## config.mk

```make
export PLATFORM = sky130hd
export DESIGN_NAME = reg16_load_sequencer
export DESIGN_NICKNAME = d
export VERILOG_FILES = /design/src/rtl/reg16_ctrl_pkg.sv /design/src/rtl/rr_arbiter.sv /design/src/rtl/reg16_load_sequencer.sv
export SDC_FILE = /design/constraint.sdc
export NUM_CORES = 1
export LEC_CHECK = 0
export CAP_MARGIN = 20
export CORE_AREA = 2 2 57 59
export CTS_BUF_LIST = sky130_fd_sc_hd__clkbuf_2 sky130_fd_sc_hd__clkbuf_4 sky130_fd_sc_hd__clkbuf_8
export DETAILED_ROUTE_END_ITERATION = 10
export DIE_AREA = 0 0 59 61
export PLACE_DENSITY = 0.94
export SLEW_MARGIN = 10
export SYNTH_ARGS = -nofsm -noshare
export SYNTH_HDL_FRONTEND = slang
export SYNTH_SLANG_ARGS = --single-unit
```

## constraint.sdc

```tcl
create_clock -name clock -period 2.3 [get_ports clock]
set_input_delay 0.46 -clock clock [delete_from_list [all_inputs] [get_ports clock]]
set_output_delay 0.46 -clock clock [all_outputs]
set_load 0.01 [all_outputs]
```

## src/rtl/reg16_ctrl_pkg.sv

```systemverilog
// Shared types and constants for the 16-bit register load sequencer.
package reg16_ctrl_pkg;

  typedef enum logic [1:0] {
    IDLE    = 2'd0,
    LOAD_HI = 2'd1,
    LOAD_LO = 2'd2,
    CLEAR   = 2'd3
  } state_t;

  localparam int HALF_W_DEF  = 8;
  localparam int NUM_REQ_DEF = 2;

  // The clear completion bit sits just above the per-requester done bits.
  function automatic int clr_done_idx(input int num_req);
    return num_req;
  endfunction

  localparam int CLR_DONE_IDX = clr_done_idx(NUM_REQ_DEF);

endpackage

```

## src/rtl/rr_arbiter.sv

```systemverilog
// Combinational round-robin arbiter: first request at or after ptr wins,
// next_ptr points one past the winner.
module rr_arbiter #(
  parameter int NUM_REQ = 2,
  parameter int PW      = $clog2(NUM_REQ)
) (
  input  logic [NUM_REQ-1:0] req,
  input  logic [PW-1:0]      ptr,
  input  logic               en,
  output logic [NUM_REQ-1:0] grant,
  output logic [PW-1:0]      next_ptr
);

  logic          found;
  logic [PW-1:0] idx;

  always_comb begin
    grant    = '0;
    next_ptr = ptr;
    found    = 1'b0;
    idx      = '0;
    for (int k = 0; k < NUM_REQ; k++) begin
      idx = PW'((int'(ptr) + k) % NUM_REQ);
      if (en && !found && req[idx]) begin
        grant[idx] = 1'b1;
        next_ptr   = (idx == PW'(NUM_REQ - 1)) ? '0 : idx + 1'b1;
        found      = 1'b1;
      end
    end
  end

endmodule

```

## src/rtl/reg16_load_sequencer.sv

```systemverilog
// Drives a byte-loaded 16-bit register: arbitrates full-width write requests,
// issues high-then-low byte loads, and serves a priority clear request.
module reg16_load_sequencer
  import reg16_ctrl_pkg::*;
#(
  parameter int NUM_REQ = NUM_REQ_DEF,
  parameter int HALF_W  = HALF_W_DEF
) (
  input  logic                        clock,
  input  logic                        reset,
  input  logic [NUM_REQ-1:0]          req_valid,
  input  logic [NUM_REQ*2*HALF_W-1:0] req_value,
  output logic [NUM_REQ-1:0]          req_ready,
  input  logic                        clr_valid,
  output logic                        clr_ready,
  output logic [NUM_REQ:0]            done,
  output logic                        busy,
  output logic [HALF_W-1:0]           halfvaluein,
  output logic                        loadhigh,
  output logic                        loadlow,
  output logic                        reg_clear_n
);

  localparam int VW      = 2 * HALF_W;
  localparam int PW      = $clog2(NUM_REQ);
  localparam int CLR_BIT = clr_done_idx(NUM_REQ);

  state_t              state, state_n;
  logic [PW-1:0]       ptr, ptr_n, idx_q, idx_n, gidx, arb_next;
  logic [VW-1:0]       val_q, val_n, sel_val;
  logic [NUM_REQ-1:0]  grant;
  logic [HALF_W-1:0]   half_n;
  logic [NUM_REQ:0]    done_n;
  logic                loadhigh_n, loadlow_n, clr_q, clr_n;
  logic                accept, arb_en;

  // Handshake: a requester is accepted on the edge where its valid and ready
  // are both high; ready never depends on the accepted value.
  assign accept    = (state == IDLE) || (state == LOAD_LO);
  assign clr_ready = accept && clr_valid;
  assign arb_en    = accept && !clr_valid;
  assign req_ready = grant;
  assign busy      = (state != IDLE);
  assign reg_clear_n = clr_q && !reset;

  rr_arbiter #(.NUM_REQ(NUM_REQ), .PW(PW)) u_arb (
    .req      (req_valid),
    .ptr      (ptr),
    .en       (arb_en),
    .grant    (grant),
    .next_ptr (arb_next)
  );

  always_comb begin
    gidx    = '0;
    sel_val = '0;
    for (int i = 0; i < NUM_REQ; i++) begin
      if (grant[i]) begin
        gidx    = PW'(i);
        sel_val = req_value[i*VW +: VW];
      end
    end
  end

  always_comb begin
    state_n    = state;
    ptr_n      = ptr;
    idx_n      = idx_q;
    val_n      = val_q;
    loadhigh_n = 1'b0;
    loadlow_n  = 1'b0;
    half_n     = halfvaluein;
    clr_n      = 1'b1;
    done_n     = '0;

    case (state)
      IDLE:    state_n = IDLE;
      LOAD_HI: begin
        state_n   = LOAD_LO;
        loadlow_n = 1'b1;
        half_n    = val_q[HALF_W-1:0];
      end
      LOAD_LO: done_n[idx_q] = 1'b1;
      CLEAR: begin
        done_n[CLR_BIT] = 1'b1;
        state_n         = IDLE;
      end
      default: state_n = IDLE;
    endcase

    // Shared accept point: a grant in LOAD_LO chains straight into the next job.
    if (accept) begin
      if (clr_valid) begin
        state_n = CLEAR;
        clr_n   = 1'b0;
      end else if (|grant) begin
        state_n    = LOAD_HI;
        loadhigh_n = 1'b1;
        half_n     = sel_val[VW-1:HALF_W];
        val_n      = sel_val;
        idx_n      = gidx;
        ptr_n      = arb_next;
      end else begin
        state_n = IDLE;
      end
    end
  end

  always_ff @(posedge clock) begin
    if (reset) begin
      state       <= IDLE;
      ptr         <= '0;
      idx_q       <= '0;
      val_q       <= '0;
      loadhigh    <= 1'b0;
      loadlow     <= 1'b0;
      halfvaluein <= '0;
      clr_q       <= 1'b1;
      done        <= '0;
    end else begin
      state       <= state_n;
      ptr         <= ptr_n;
      idx_q       <= idx_n;
      val_q       <= val_n;
      loadhigh    <= loadhigh_n;
      loadlow     <= loadlow_n;
      halfvaluein <= half_n;
      clr_q       <= clr_n;
      done        <= done_n;
    end
  end

endmodule
```

==> impl_metrics.py <==
metrics = {
    "route": {
        "drtAntennaViolNets": 0,
        "vias": 1406,
        "wl_um": 3720,
        "dr.pass1.iters": 4,
        "drt-wirelength-per-cell_um": 15.8,
        "drtIter0Drc": 37,
        "vias_per_cell": 5.96,
        "drc": 0,
    },
    "clock_network": {
        "cts_tree": "built",
        "cts_root_buf": "clkbuf_4",
        "cts-htree-levels": 1,
        "clock_path_buffers": 2,
        "cts_inserted_buffers": 3,
        "insertion_delay_ns": 0.32,
        "cts.sinks": 26,
        "clkSlewWorstSetupHoldPaths_ns": 0.15,
    },
    "sta": {
        "rsz0062_at_grt": "no",
        "slew_headroom_pct": 61.7,
        "setup_viol": 0,
        "max_freq_mhz": 482,
        "fin_crit_sh_pct": 90.2,
        "tightest_slew_ns": 0.575,
        "finalMaxSlewViolations": 0,
        "finalHoldViolCount": 0,
        "clock_skew_ns": 0.00808,
        "min_period_ns": 2.07,
    },
    "synthesis": {
        "syn-num-nets": 185,
        "synth_xor_area_share_pct": 0,
        "synth_warnings": 0,
        "syn_area_per_cell_um2": 9.06,
        "synth_area_um2": 1340,
        "yosysMostFrequentCell": "dfxtp_1",
        "synth-seq-area-share_pct": 38.8,
        "synth_simple_gate_area_share_pct": 26.3,
        "yosysTopAreaCell": "dfxtp_1",
        "ys_top_cells_by_area": "dfxtp_1, nand3_1, a311oi_1",
        "synthArstFlopShare_pct": 0,
        "synth_top_family_by_area": "compound AO/OA/AOI/OAI gates",
        "synth_flop_cell": "dfxtp_1",
        "synth_edf_count": 0,
        "postSynthCellCount": 148,
        "yosys-top-cells-count": "dfxtp_1, nand3_1, a311oi_1",
        "netlist.area_leader.share_pct": 38.8,
        "synth-adder-area-share_pct": 0,
        "synth_compound_area_share_pct": 26.6,
        "synth_mux_area_share_pct": 0,
        "synth_cell_types": 33,
        "synth_seq_cells": 26,
    },
    "final_layout": {
        "seq_area_um2": 520,
        "finalInstanceArea_um2": 1970,
        "num_antenna_cells": 0,
        "drive_above_1_share_pct": 15.8,
        "utilization_pct": 66.8,
        "final_nets": 241,
        "area_growth_syn_to_layout_pct": 47.1,
        "multi_input_area_um2": 713,
        "nFillCells": 263,
    },
    "placed_design": {
        "dp_hpwl_um": 2740,
        "dpl_cell_area_um2": 1930,
        "numPortBuffers": 54,
        "gp_congestion": 0.868,
    },
    "global_route": {
        "grt_usage_pct": 21.7,
        "grt_pass1_wl_um": 5930,
        "grt_start_max_net_pins": 24,
        "antenna_found_initial": 0,
        "gr-total-overflow": 0,
        "grt_pass1_vias": 1358,
    },
    "worst_setup_path": {
        "worstSetupPathType": "in -> out",
        "r2r_setup_slack_ns": 0.70,
        "crit_required_ns": 1.84,
        "cp_max_fo": 3,
        "reg2reg_depth": 5,
        "cp-end-kind": "output pin",
        "timing.rr.start": "state[0]",
        "worst_setup_path_start_kind": "input port",
        "crit_arrival_ns": 1.61,
        "reg2reg_to": "val_q[5]",
    },
    "power_and_ir_drop": {
        "powerDensity_nw_per_um2": 528,
        "irDropWorstVdd_v": 0.000246,
        "p_leak_uw": 0.000738,
    },
    "worst_hold_path": {
        "hold_depth": 1,
        "hold_class": "reg -> reg",
        "min_to": "done[0]",
        "hold_start": "idx_q",
    },
    "floorplan": {
        "core_region_area_um2": 2950,
        "die_h_um": 61,
        "io_pins": 55,
        "die_width_um": 59,
        "initial_core_util_pct": 45.4,
        "dieArea_um2": 3600,
        "std_cell_rows": 20,
    },
    "run": {
        "maxCapViolations": 0,
    },
    "outcome": {
        "status": "finished, final reports clean",
    },
}
[where the power goes]
group	switching (uW)	total (uW)	internal [uW]
Clock	138	235	96.7
Combinational	131	299	168
Sequential	24.7	509	484
[kinds of logic (layout without fill, tap and decap cells)]
kind of cell / after synthesis / count (layout)
AOI/OAI and AO/OA: 46 / 46
DFF: 26 / 26
and+or+nand+nor: 58 / 58
buffers and inverters: 18 / 73
[flip-flops by register name, indices dropped and copies added (netlist names)]
name and cells:
loadlow 1, halfvaluein 8, idx_q 1, state 2, clr_q 1, val_q 8
loadhigh 1, done 3, ptr 1
[stage by stage]
| stage | power (uW) | hold WS [ns] | setup slack [ns] | setup TNS, ns | cells |
|---|---|---|---|---|---|
| finish | 1040 | 0.443 | 0.226 | 0 | 236 |
| global route | 1090 | 0.455 | 0.138 | 0 | 236 |
| CTS | 1040 | 0.443 | 0.0134 | 0 | 236 |
| detailed placement | 816 | 0.424 | -0.0530 | -0.0989 | 232 |
| global placement | 807 | 0.411 | -0.0443 | -0.0820 | 232 |
| floorplan | 665 | 0.397 | 0.597 | 0 | 148 |
[routing by layer]
metal | up-vias | track usage [%] | wire length (um)
li1 | 672 | - | -
met1 | 662 | 24.3 | 1420
met2 | 65 | 41.7 | 1990
met3 | 7 | 2.35 | 238
met4 | 0 | 8.77 | 74
met5 | - | 0 | 0
[worst max-delay path, stage by stage]
cell             delay [ns]
clkdlybuf4s50_1        0.53
nor3b_4                0.21
nand2_1                0.10
inv_1                  0.06
dlygate4sd2_1          0.26
[final cells by class]
class	instances	share of cell area [%]
multi-input cells	104	36.1
repair buffers	68	33.4
flip-flops and latches	26	26.4
well taps	33	2.09
clock buffers	4	1.84
inverters	1	0.190
[worst max path at each step]
stage	from	end	slack [ns]	depth (start not counted)
floorplan	clr_valid	req_ready[1]	0.60	6
global placement	clr_valid	req_ready[0]	-0.04	4
detailed placement	clr_valid	req_ready[1]	-0.05	5
CTS	req_valid[0]	req_ready[0]	0.01	4
global route	state[1]	busy	0.14	2
finish	req_valid[1]	req_ready[1]	0.23	5
[timing repair]
item | in CTS | in global routing
setup endpoints to repair | 2 | 1
pin swaps | 0 | 0
gates cloned | 0 | 0
hold buffers | 0 | 0
setup buffers | 0 | 0
resized for setup | 2 | 2
[placed cells by master, fill, tap and decap left out, types with 2 or more instances in the layout]
cell,n
a21oi_1,9
a221oi_1,8
a311oi_1,11
a311oi_2,5
and3b_1,6
and3b_2,2
buf_4,13
clkbuf_4,3
clkdlybuf4s50_1,51
dfxtp_1,26
dlygate4sd2_1,2
nand2_1,4
nand3_1,24
nor2_1,6
nor2b_1,3
o21ai_0,9
or2_2,2
No activity file was read; power rests on OpenSTA's default activity.
